<file path="src/rtl/ysyx_23060187_pkg.sv">
// Shared definitions for the ysyx_23060187 core front end: reset PC, IFU state encoding,
// and opcode constants also used by the decoder.
package ysyx_23060187_pkg;

    localparam logic [31:0] RESET_PC_DEFAULT = 32'h8000_0000;

    typedef enum logic [1:0] {
        S_IDLE = 2'd0,
        S_REQ  = 2'd1,
        S_WAIT = 2'd2,
        S_HOLD = 2'd3
    } ifu_state_e;

    localparam logic [6:0] OP_LUI   = 7'b0110111;
    localparam logic [6:0] OP_AUIPC = 7'b0010111;
    localparam logic [6:0] OP_JAL   = 7'b1101111;
    localparam logic [6:0] OP_JALR  = 7'b1100111;
    localparam logic [6:0] OP_IMM   = 7'b0010011;

endpackage

</file>
<file path="src/rtl/ysyx_23060187_ifu_pc.sv">
// Program counter for the IFU: reset value, sequential +4 step and redirect target select,
// advanced only when decode accepts the current instruction.
module ysyx_23060187_ifu_pc #(
    parameter int                XLEN     = 32,
    parameter logic [XLEN-1:0]   RESET_PC = '0
) (
    input  logic            clk,
    input  logic            rst,
    input  logic            i_en,
    input  logic            i_redirect_valid,
    input  logic [XLEN-1:0] i_redirect_pc,
    output logic [XLEN-1:0] o_pc
);

    localparam logic [XLEN-1:0] ALIGN_MASK = ~XLEN'(3);

    logic [XLEN-1:0] r_pc;
    logic [XLEN-1:0] w_pc_next;

    // Targets are forced word aligned so pc[1:0] can never become nonzero.
    assign w_pc_next = i_redirect_valid ? (i_redirect_pc & ALIGN_MASK) : (r_pc + XLEN'(4));

    always_ff @(posedge clk) begin
        if (rst) begin
            r_pc <= RESET_PC & ALIGN_MASK;
        end else if (i_en) begin
            r_pc <= w_pc_next;
        end
    end

    assign o_pc = r_pc;

endmodule

</file>
<file path="src/rtl/ysyx_23060187_ifu.sv">
// Instruction fetch unit: REQ/WAIT/HOLD fetch loop towards imem, valid/ready towards decode.
// Optional performance counters are built when YSYX_23060187_IFU_PERF_EN is defined.
module ysyx_23060187_ifu
    import ysyx_23060187_pkg::*;
#(
    parameter int              XLEN     = 32,
    parameter logic [XLEN-1:0] RESET_PC = XLEN'(RESET_PC_DEFAULT)
) (
    input  logic            clk,
    input  logic            rst,
    output logic            imem_req_valid,
    input  logic            imem_req_ready,
    output logic [XLEN-1:0] imem_addr,
    input  logic            imem_resp_valid,
    output logic            imem_resp_ready,
    input  logic [31:0]     imem_rdata,
    input  logic            imem_resp_err,
    output logic            inst_valid,
    input  logic            inst_ready,
    output logic [31:0]     inst,
    output logic [XLEN-1:0] inst_pc,
    output logic [6:0]      opcode,
    output logic [2:0]      fun3,
    output logic            inst_fault,
    input  logic            redirect_valid,
    input  logic [XLEN-1:0] redirect_pc,
    output logic [31:0]     perf_fetch_cnt,
    output logic [31:0]     perf_wait_cnt
);

    ifu_state_e      r_state;
    ifu_state_e      w_state_next;
    logic [31:0]     r_inst;
    logic            r_inst_fault;
    logic [XLEN-1:0] w_pc;
    logic            w_fire;
    logic            w_resp_take;

    assign w_fire      = (r_state == S_HOLD) && inst_ready;
    assign w_resp_take = (r_state == S_WAIT) && imem_resp_valid;

    ysyx_23060187_ifu_pc #(
        .XLEN     (XLEN),
        .RESET_PC (RESET_PC)
    ) u_pc (
        .clk              (clk),
        .rst              (rst),
        .i_en             (w_fire),
        .i_redirect_valid (redirect_valid),
        .i_redirect_pc    (redirect_pc),
        .o_pc             (w_pc)
    );

    always_ff @(posedge clk) begin
        if (rst) begin
            r_state <= S_IDLE;
        end else begin
            r_state <= w_state_next;
        end
    end

    always_comb begin
        w_state_next = r_state;
        case (r_state)
            S_IDLE:  w_state_next = S_REQ;
            S_REQ:   if (imem_req_ready)  w_state_next = S_WAIT;
            S_WAIT:  if (imem_resp_valid) w_state_next = S_HOLD;
            S_HOLD:  if (inst_ready)      w_state_next = S_REQ;
            default: w_state_next = S_IDLE;
        endcase
    end

    always_ff @(posedge clk) begin
        if (rst) begin
            r_inst       <= '0;
            r_inst_fault <= 1'b0;
        end else if (w_resp_take) begin
            r_inst       <= imem_rdata;
            r_inst_fault <= imem_resp_err;
        end
    end

    // Handshake outputs depend on state alone, so no combinational path from memory or decode.
    assign imem_req_valid  = (r_state == S_REQ);
    assign imem_resp_ready = (r_state == S_WAIT);
    assign inst_valid      = (r_state == S_HOLD);
    assign imem_addr       = w_pc;
    assign inst_pc         = w_pc;
    assign inst            = r_inst;
    assign inst_fault      = r_inst_fault;
    assign opcode          = r_inst[6:0];
    assign fun3            = r_inst[14:12];

`ifdef YSYX_23060187_IFU_PERF_EN
    logic [31:0] r_perf_fetch_cnt;
    logic [31:0] r_perf_wait_cnt;

    always_ff @(posedge clk) begin
        if (rst) begin
            r_perf_fetch_cnt <= '0;
            r_perf_wait_cnt  <= '0;
        end else begin
            if (w_fire) begin
                r_perf_fetch_cnt <= r_perf_fetch_cnt + 32'd1;
            end
            if ((r_state == S_WAIT) && !imem_resp_valid) begin
                r_perf_wait_cnt <= r_perf_wait_cnt + 32'd1;
            end
        end
    end

    assign perf_fetch_cnt = r_perf_fetch_cnt;
    assign perf_wait_cnt  = r_perf_wait_cnt;
`else
    assign perf_fetch_cnt = '0;
    assign perf_wait_cnt  = '0;
`endif

endmodule
</file>
<file path="config.mk">
export PLATFORM = sky130hd
export DESIGN_NAME = ysyx_23060187_ifu
export DESIGN_NICKNAME = d
export VERILOG_FILES = /design/src/rtl/ysyx_23060187_pkg.sv /design/src/rtl/ysyx_23060187_ifu_pc.sv /design/src/rtl/ysyx_23060187_ifu.sv
export SDC_FILE = /design/constraint.sdc
export NUM_CORES = 1
export LEC_CHECK = 0
export ABC_AREA = 1
export ABC_CLOCK_PERIOD_IN_PS = 2100
export CAP_MARGIN = 20
export CORE_ASPECT_RATIO = 0.75
export CORE_MARGIN = 1
export CORE_UTILIZATION = 43
export CTS_CLUSTER_DIAMETER = 60
export DETAILED_ROUTE_END_ITERATION = 12
export DONT_BUFFER_PORTS = 1
export MAX_ROUTING_LAYER = met4
export PLACE_DENSITY = 0.57
export SYNTH_ARGS = -nofsm -noshare
export SYNTH_HDL_FRONTEND = slang
export SYNTH_SLANG_ARGS = --single-unit
</file>
<file path="constraint.sdc">
create_clock -name clk -period 2.1 [get_ports clk]
set_clock_uncertainty 0.2 [all_clocks]
set_input_delay 0.42 -clock clk [delete_from_list [all_inputs] [get_ports clk]]
set_output_delay 0.42 -clock clk [all_outputs]
set_load 0.02 [all_outputs]
</file>
* Yosys cells after proc, flatten, opt, wreduce, memory -nomap -nowiden
Cells that the tools add are included.
Word-level totals: register bits after elaboration 67, input bits 71, output and inout port bits 174, word-level logic and storage cells 20
Operators by class: add/subtract/negate cells 1, equal/unequal tests 6, mux-type cells 5, reduce and logical (&&, ||, !) cells 4
Operators with widths (count):
- $add 32x3->32 const B | 1
- $mux 32 | 1
- $pmux 2 s4 | 1
- $mux 2 | 3
- $eq 2x2->1 const B | 2
- $ne 2x1->1 const B | 2
- $reduce_and 3->1 | 1
- $eq 2x1->1 const B | 1
- $logic_and 1x1->1 | 2
- $logic_not 2->1 | 1
- $ne 2x2->1 const B | 1

* Longest topological paths before layout
Gate-level depths: netlist of run 1.
depth after elaboration 3, depth in mapped cells 10, mapped depth without buffers 10

* By module
A second synthesis of run 1 with hierarchy kept.
Unflattened totals: cells, all modules 679, area, all modules 4384.2 µm²
By module, submodules not included:
- ysyx_23060187_ifu_pc | instances 1, cells each 401, area an instance 2252.2 µm², sequential area each 600.6 µm²
- ysyx_23060187_ifu | instances 1, cells each 278, area an instance 2132.0 µm², sequential area each 700.7 µm²

* Worst setup path before layout of run 1
Ideal clock, no wire load.
path type reg-to-reg, start register u_pc.r_pc[3] (netlist: u_pc.o_pc[3]), end register u_pc.r_pc[30] (netlist: u_pc.o_pc[30]), library setup time 0.131 ns, arrival 1.460 ns, slack 0.309 ns, stages on the path, launching flop included 11, clock period less this slack 1.791 ns, cell sequence dfxtp_1 ha_1 nand2_1 nor2_2 inv_1 nor2_2 nand2_1 nand2_1 nand3_1 nand2_1 a21oi_2
On the way: cells in the longest elaborated chain, start to end 2
RTL lines:
- start: declaration | line ysyx_23060187_ifu_pc.sv:17 | logic [XLEN-1:0] r_pc;
- start signal: assignment | line ysyx_23060187_ifu_pc.sv:25 | r_pc <= RESET_PC & ALIGN_MASK;
- start signal: assignment | line ysyx_23060187_ifu_pc.sv:27 | r_pc <= w_pc_next;
- $add 32x3->32 | line ysyx_23060187_ifu_pc.sv:21 | assign w_pc_next = i_redirect_valid ? (i_redirect_pc & ALIGN_MASK) : (r_pc + XLEN'(4));
- $mux 32 | line ysyx_23060187_ifu_pc.sv:21
No other way between the ends. A chain may end at the register's enable or synchronous reset.

* Worst setup path in the final report of run 1
Same ends and word-level chain as after synthesis.

==> summary.md, run 1 <==
| Metric | Value |
|---|---|
| Number of filler cells placed in the layout | `1044` |
| Synth Cell Area | `4300 sq um` |
| Final ANT Viol Nets | `0` |
| Worst hold path cell count | `2` |
| Launching element type of the critical path | `register` |
| Clock slew seen by the registers of the worst setup and hold paths | `0.06 ns` |
| Routed vias | `3856` |
| Path type of the worst setup path | `register to register` |
| Cts repair resizes | `0` |
| Clk pwr share | `36.7%` |
| Flip-flop and latch count after synthesis | `65` |
| GR Util All Layers | `21.1%` |
| Maximum vdd drop | `385 uV` |
| Library cell with the highest instance count after synthesis | `sky130_fd_sc_hd__nand2_1` |
| Unrepaired setup endpoints after global routing | `no` |
| EDFF count, synth | `0` |
| Number of endpoints with negative hold slack in the final report | `0` |
| Length of the first detailed-routing pass in iterations | `4` |
| Starting DRT DRC Count | `170` |
| Total setup violations reported at the end of the flow | `0` |
| Post-synth cell types | `31` |
| Sequential Area | `1300 sq um` |
| Wire length after detailed routing | `11100 um` |
| Initial core utilization | `44.4%` |
| Area of the multi-input gates | `2180 sq um` |
| Number of cells produced by synthesis | `669` |
| Worst reg2reg path depth | `10` |
| I/O pins | `245` |
| Min-Delay Path Class | `input pin to register` |
| GPL Wtd Cong | `0.874` |
| Cell repeated most along the worst path | `sky130_fd_sc_hd__nand2_1` |
| Net switching component of the power | `1.50 mW` |
| Num CTS Buffers | `9` |
| Worst-margin pin slew | `0.634 ns` |
| Placed wire-length estimate | `8400 um` |
| Via count normalized by instance count | `4.85` |
| Area growth from synthesis to final layout | `3.72%` |
| R2r startpoint | `u_pc.o_pc[3]` |
| Sequential area share after synthesis | `30.2%` |
| Total count of max-transition violations in the final report | `0` |
| Root buffer cell | `sky130_fd_sc_hd__clkbuf_16` |
| Normalized max-slew margin | `57.6%` |
| # Max-Cap Violations | `0` |
| Yosys Warn Count | `0` |
| Count of hold-fix buffers inserted at cts | `1` |
| Switching portion of total power | `36.4%` |
| Pin count of the biggest net entering global routing | `43` |
| Buffers and inverters on the worst path | `1` |
| Post-CTS setup repair buffer count | `0` |
| Source-to-sink clock delay at the later pin of the worst-skew pair | `0.32 ns` |
| Setup Total Neg Slack | `0 ns` |
| Critical Path Sink Type | `register` |
| Antenna violations before repair | `0` |
| Part of the power in combinational logic | `20.6%` |
| Post-detailed-route DRC marker count | `0` |
| Largest delay share family, worst path | `simple AND/OR/NAND/NOR gates` |
| Most used flip-flop cell after synthesis | `sky130_fd_sc_hd__dfxtp_1` |
| Crit-path slowest cell | `sky130_fd_sc_hd__dfxtp_1` |
| Final worst-path cycle share | `89.1%` |
| Most area-hungry cell type in the Yosys netlist | `sky130_fd_sc_hd__dfxtp_1` |
| Areal power density over the cells | `921 nW/um^2` |
| Post-route minimum period | `1.87 ns` |
| Internal Dissipation | `2.61 mW` |
| Total overflow reported by the global router | `0` |
| Critical path startpoint | `u_pc.o_pc[3]` |
| WL/cell | `13.9 um` |
| Die width | `118 um` |
| Worst path max stage delay | `0.37 ns` |
| Die footprint | `10400 sq um` |
| Cells along the critical path | `ha_1, nand2_1, nor2_2, inv_1, nor2_2, nand2_1, nand2_1, nand3_1, nand2_1, a21oi_2` |
| Endpoint required time on the critical path | `2.12 ns` |
| Power, Total | `4.11 mW` |
| Path length in cells of the critical path | `10` |
| Clock tree buffer depth | `2` |
| Die extent in y | `88.6 um` |
| Share of post-route cells with drive strength above 1 | `12.5%` |
| Synth cell count leaders | `132 x sky130_fd_sc_hd__nand2_1, 131 x sky130_fd_sc_hd__nor2_1, 108 x sky130_fd_sc_hd__buf_4, 65 x sky130_fd_sc_hd__dfxtp_1, 51 x sky130_fd_sc_hd__o21ai_0` |
| Number of nets at the end of the flow | `733` |
| Global-route wire length before repair | `16600 um` |
| Maximum clock frequency | `0.534 GHz` |
| Number of port buffers | `0` |
| Diode count | `0` |
| Placement row count | `31` |
| Leakage Power | `1.76 nW` |
| Critical path arrival | `1.89 ns` |
| Area share of the largest cell type after synthesis | `30.2%` |
| Largest fanout on the critical path | `4` |
| Post-synthesis async set-or-reset flop share | `0%` |
| Seq pwr share | `42.7%` |
| H-tree level count | `3` |
| Avg Cell Area, Syn | `6.43 sq um` |
| Sink count of the clock tree | `65` |
| Cells taking the most area after synthesis | `sky130_fd_sc_hd__dfxtp_1 30%, sky130_fd_sc_hd__buf_4 19%, sky130_fd_sc_hd__nand2_1 12%` |
| Result of the run | `finished clean` |
| Vias in the first global route | `3278` |
| Start point of the worst min-delay path | `redirect_valid` |
| CTS tree | `yes` |
| Floorplan core area | `9700 sq um` |
-- metal layers --
layer / vias to the layer above / share of wire [%] / wire, um / track usage, %
met5: - / 0 / 0 / -
li1: 1913 / - / - / -
met3: 7 / 7.7 / 855 / 5.80
met4: 0 / 0.74 / 82 / 5.36
met1: 1739 / 49 / 5380 / 28.4
met2: 197 / 43 / 4770 / 30.9
-- cell families after synthesis --
group	synth area share [%]
AND/OR/NAND/NOR	31.4
buffers and inverters	24.8
AO/OA/AOI/OAI	12.2
flip-flops	30.2
adder cells (fa/ha/maj)	1.16
other	0.0872
-- final timing paths --
check	to	slack [ns]
worst max-delay path	u_pc.o_pc[30]	0.23
worst min-delay path	u_pc.o_pc[13]	0.04
worst max register to register	u_pc.o_pc[30]	0.23
worst min register to register	r_state[1]	0.31
-- state kept, by name, summed over array words and instances (netlist names) --
name        flops
inst           32
r_state         2
inst_fault      1
u_pc.o_pc      30
-- cell type report --
class / instances / area share, %
tap: 132 / 3.70
inverter: 43 / 3.62
clock inverter: 5 / 1.23
clock buffer: 11 / 5.44
multi-input combinational: 495 / 48.9
sequential: 65 / 29.2
timing repair buffer: 44 / 7.91
-- power groups by stage --
stage / sequential (mW) / combinational [mW] / clock, mW
after floorplan: 1.75 / 0.863 / 0
after global placement: 1.78 / 0.812 / 0
after detailed placement: 1.79 / 0.832 / 0
after CTS: 1.76 / 0.844 / 1.54
after global routing: 1.78 / 0.956 / 1.60
final: 1.76 / 0.847 / 1.51
-- through the flow --
step / setup WS (ns) / cells / instance area [sq um] / hold slack, ns / utilization [%]
3_5_place_dp: 0.267 / 777 / 4140 / 0.294 / 42.7
5_1_grt: 0.0770 / 795 / 4460 / 0.0382 / 46.0
2_1_floorplan: 0.309 / 736 / 4550 / 0.267 / -
3_3_place_gp: 0.257 / 777 / 4140 / 0.279 / 42.7
4_1_cts: 0.186 / 794 / 4450 / 0.0315 / 45.9
6_report: 0.229 / 795 / 4460 / 0.0414 / 46.0
-- placed cells by master, fill, tap and decap left out, drive strengths merged --
cell,instances
o211ai,1
nand3b,1
clkinv,3
dfxtp,65
bufinv,1
a21oi,36
nand3,33
or2,3
buf,43
nand2,137
nand4,3
clkbuf,11
ha,4
nor2,146
conb,68
o22ai,1
nor3,2
o221ai,1
a221oi,3
o21bai,2
dlygate4sd3,1
inv,42
o21ai,52
a211oi,2
clkinvlp,2
Power figures use the tool's default switching activity.
==> run 2: changes to the inputs <==
--- a/config.mk
+++ b/config.mk
@@ -9,7 +9,6 @@
 export ABC_CLOCK_PERIOD_IN_PS = 2100
 export CAP_MARGIN = 20
 export CORE_ASPECT_RATIO = 0.75
-export CORE_MARGIN = 1
 export CORE_UTILIZATION = 43
 export CTS_CLUSTER_DIAMETER = 60
 export DETAILED_ROUTE_END_ITERATION = 12
@@ -18,4 +17,5 @@
 export PLACE_DENSITY = 0.57
 export SYNTH_ARGS = -nofsm -noshare
 export SYNTH_HDL_FRONTEND = slang
+export SYNTH_HIERARCHICAL = 1
 export SYNTH_SLANG_ARGS = --single-unit
==> run 2 against run 1 <==
  * Sequential cell count unchanged
  * Final area down 0.56%
  * Worst hold slack better by 0.011 ns
  * Synthesized cell count up 1.5%
  * Final cell count up 0.25%
  * Core utilization down 0.62 points
  * Global-route usage down 0.051 points
  * Via count up 0.62%
  * Critical path depth down 1
  * Setup slack worse by 0.047 ns
  * Die area up 1.9%
  * Largest cell class unchanged
==> summary.md, run 2 <==
| Metric | Value |
|---|---|
| Share of post-route cells with drive strength above 1 | `10.7%` |
| Area growth from synthesis to final layout | `1.23%` |
| Minimum setup slack in the final design | `0.181 ns` |
| WL/cell | `14.0 um` |
| Layout Utilization | `45.4%` |
| Commonest cells after routing, fill and taps aside | `149 x sky130_fd_sc_hd__nor2_1, 145 x sky130_fd_sc_hd__nand2_1, 66 x sky130_fd_sc_hd__conb_1` |
| Min-Delay Path Class | `input pin to register` |
| Source-to-sink clock delay at the later pin of the worst-skew pair | `0.32 ns` |
| Setup Total Neg Slack | `0 ns` |
| Result of the run | `finished clean` |
| Placed wire-length estimate | `8350 um` |
| Pin count of the biggest net entering global routing | `44` |
| Number of nets at the end of the flow | `736` |
| Clock tree buffer depth | `2` |
| Die width | `119 um` |
| Number of cells produced by synthesis | `679` |
| Sink count of the clock tree | `65` |
| Post-detailed-route DRC marker count | `0` |
| Areal power density over the cells | `926 nW/um^2` |
| Non-filler instance count after layout | `797` |
| Most used flip-flop cell after synthesis | `sky130_fd_sc_hd__dfxtp_1` |
| Number of endpoints with negative hold slack in the final report | `0` |
| Total count of max-transition violations in the final report | `0` |
| Number of port buffers | `0` |
| Global-route wire length before repair | `16800 um` |
| Maximum vdd drop | `440 uV` |
| Post-Place Setup Slack | `0.175 ns` |
| Diode count | `0` |
| Post-route minimum period | `1.92 ns` |
| Seq pwr share | `43.0%` |
| Critical Path Sink Type | `register` |
| GR Util All Layers | `21.0%` |
| Post-synth cell types | `34` |
| Clock slew seen by the registers of the worst setup and hold paths | `0.05 ns` |
| Final ANT Viol Nets | `0` |
| Floorplan core area | `9770 sq um` |
| Die extent in y | `89.4 um` |
| CTS tree | `yes` |
| Cell area after layout | `4440 sq um` |
| Antenna violations before repair | `0` |
| Avg Cell Area, Syn | `6.46 sq um` |
| Initial core utilization | `44.9%` |
| I/O pins | `245` |
| EDFF count, synth | `0` |
| Sequential area share after synthesis | `29.7%` |
| Num CTS Buffers | `9` |
| Synth Cell Area | `4380 sq um` |
| Yosys Warn Count | `6` |
| Routed vias | `3880` |
| Most area-hungry cell type in the Yosys netlist | `sky130_fd_sc_hd__dfxtp_1` |
| Internal Dissipation | `2.62 mW` |
| Cells taking the most area after synthesis | `sky130_fd_sc_hd__dfxtp_1 30%, sky130_fd_sc_hd__buf_4 19%, sky130_fd_sc_hd__nor2_1 13%` |
| Worst-margin pin slew | `0.499 ns` |
| Library cell with the highest instance count after synthesis | `sky130_fd_sc_hd__nor2_1` |
| Switching portion of total power | `36.2%` |
| Root buffer cell | `sky130_fd_sc_hd__clkbuf_16` |
| Length of the first detailed-routing pass in iterations | `5` |
| Placement row count | `31` |
| Commonest non-fill, non-tap cell in the layout | `sky130_fd_sc_hd__nor2_1` |
| Dpl cell area | `4100 sq um` |
| Wire length after detailed routing | `11100 um` |
| Max FFs per register | `32` |
| Die footprint | `10600 sq um` |
| Unrepaired setup endpoints after global routing | `no` |
| Clk pwr share | `35.9%` |
| Post-synthesis async set-or-reset flop share | `0%` |
| Number of cells in the design after placement | `777` |
| Via count normalized by instance count | `4.87` |
| GPL Wtd Cong | `0.868` |
| Net switching component of the power | `1.49 mW` |
| Total setup violations reported at the end of the flow | `0` |
| Power, Total | `4.11 mW` |
| Path type of the worst setup path | `register to register` |
| Flip-flop and latch count after synthesis | `65` |
| Leakage Power | `1.76 nW` |
| Largest fanout on the critical path | `6` |
| Maximum clock frequency | `0.521 GHz` |
| Area share of the largest cell type after synthesis | `29.7%` |
| Synth cell count leaders | `149 x sky130_fd_sc_hd__nor2_1, 145 x sky130_fd_sc_hd__nand2_1, 110 x sky130_fd_sc_hd__buf_4, 65 x sky130_fd_sc_hd__dfxtp_1, 39 x sky130_fd_sc_hd__o21ai_0` |
| Critical path arrival | `1.97 ns` |
| Worst hold-check slack | `0.0521 ns` |
| Launching element type of the critical path | `register` |
| Total overflow reported by the global router | `0` |
| Starting DRT DRC Count | `203` |
| Part of the power in combinational logic | `21.1%` |
| # Max-Cap Violations | `0` |
| Number of filler cells placed in the layout | `1058` |
| H-tree level count | `3` |
| Endpoint required time on the critical path | `2.15 ns` |
| Final worst-path cycle share | `91.4%` |
| Normalized max-slew margin | `66.7%` |
| Vias in the first global route | `3216` |
## run 2: kinds of logic after synthesis
kind of cell,synth area share (%)
AND/OR/NAND/NOR,32.6
other,0.171
flip-flops,29.7
AO/OA/AOI/OAI,10.6
buffers and inverters,25.1
XOR/XNOR,0.400
adder cells (fa/ha/maj),1.43
## run 2: layer usage
layer | share of wire, % | wire length, um | global-route usage (%) | up-vias
li1 | - | - | - | 1925
met1 | 48 | 5310 | 28.2 | 1772
met2 | 44 | 4920 | 31.8 | 173
met3 | 7.4 | 829 | 4.85 | 10
met4 | 0.68 | 76 | 5.18 | 0
met5 | 0 | 0 | - | -
## run 2: path summary, 6_finish.rpt
check	start	end	slack (ns)	cells after the start
max	u_pc/o_pc[3]	u_pc/o_pc[30]	0.18	9
min	imem_rdata[0]	inst[0]	0.05	2
max reg2reg	u_pc/o_pc[3]	u_pc/o_pc[30]	0.18	9
min reg2reg	u_pc/o_pc[12]	u_pc/o_pc[12]	0.33	2
## run 2: cell type report
type | instances | area (sq um) | share of cell area, %
repair buffers | 37 | 313 | 7.05
inverters | 37 | 143 | 3.21
clock buffers | 13 | 250 | 5.64
multi-input cells | 510 | 2230 | 50.2
clock inverters | 3 | 40.0 | 0.902
well taps | 132 | 165 | 3.72
flip-flops and latches | 65 | 1300 | 29.3
## run 2: worst max-delay path, cell delays in order (launching register included)
cell and delay, ns:
sky130_fd_sc_hd__dfxtp_1 0.43, sky130_fd_sc_hd__ha_2 0.25, sky130_fd_sc_hd__nand2_1 0.10, sky130_fd_sc_hd__nor2_4 0.21, sky130_fd_sc_hd__inv_1 0.12, sky130_fd_sc_hd__nor2_1 0.17, sky130_fd_sc_hd__nand3_1 0.09, sky130_fd_sc_hd__nand3_1 0.09
sky130_fd_sc_hd__nand2_1 0.05, sky130_fd_sc_hd__a21oi_1 0.13
## run 2: power by group through the flow
| stage | combinational (mW) | clock (mW) | sequential, mW |
|---|---|---|---|
| floorplan | 0.929 | 0 | 1.76 |
| global placement | 0.835 | 0 | 1.79 |
| detailed placement | 0.853 | 0 | 1.80 |
| CTS | 0.866 | 1.52 | 1.77 |
| global route | 0.986 | 1.57 | 1.80 |
| finish | 0.868 | 1.47 | 1.77 |
## run 2: repair_timing
item	in CTS	in global routing
setup endpoints to repair	0	8
hold buffers	1	0
setup buffers	0	2
gates resized for setup	0	2
endpoints found under the hold margin	25	0
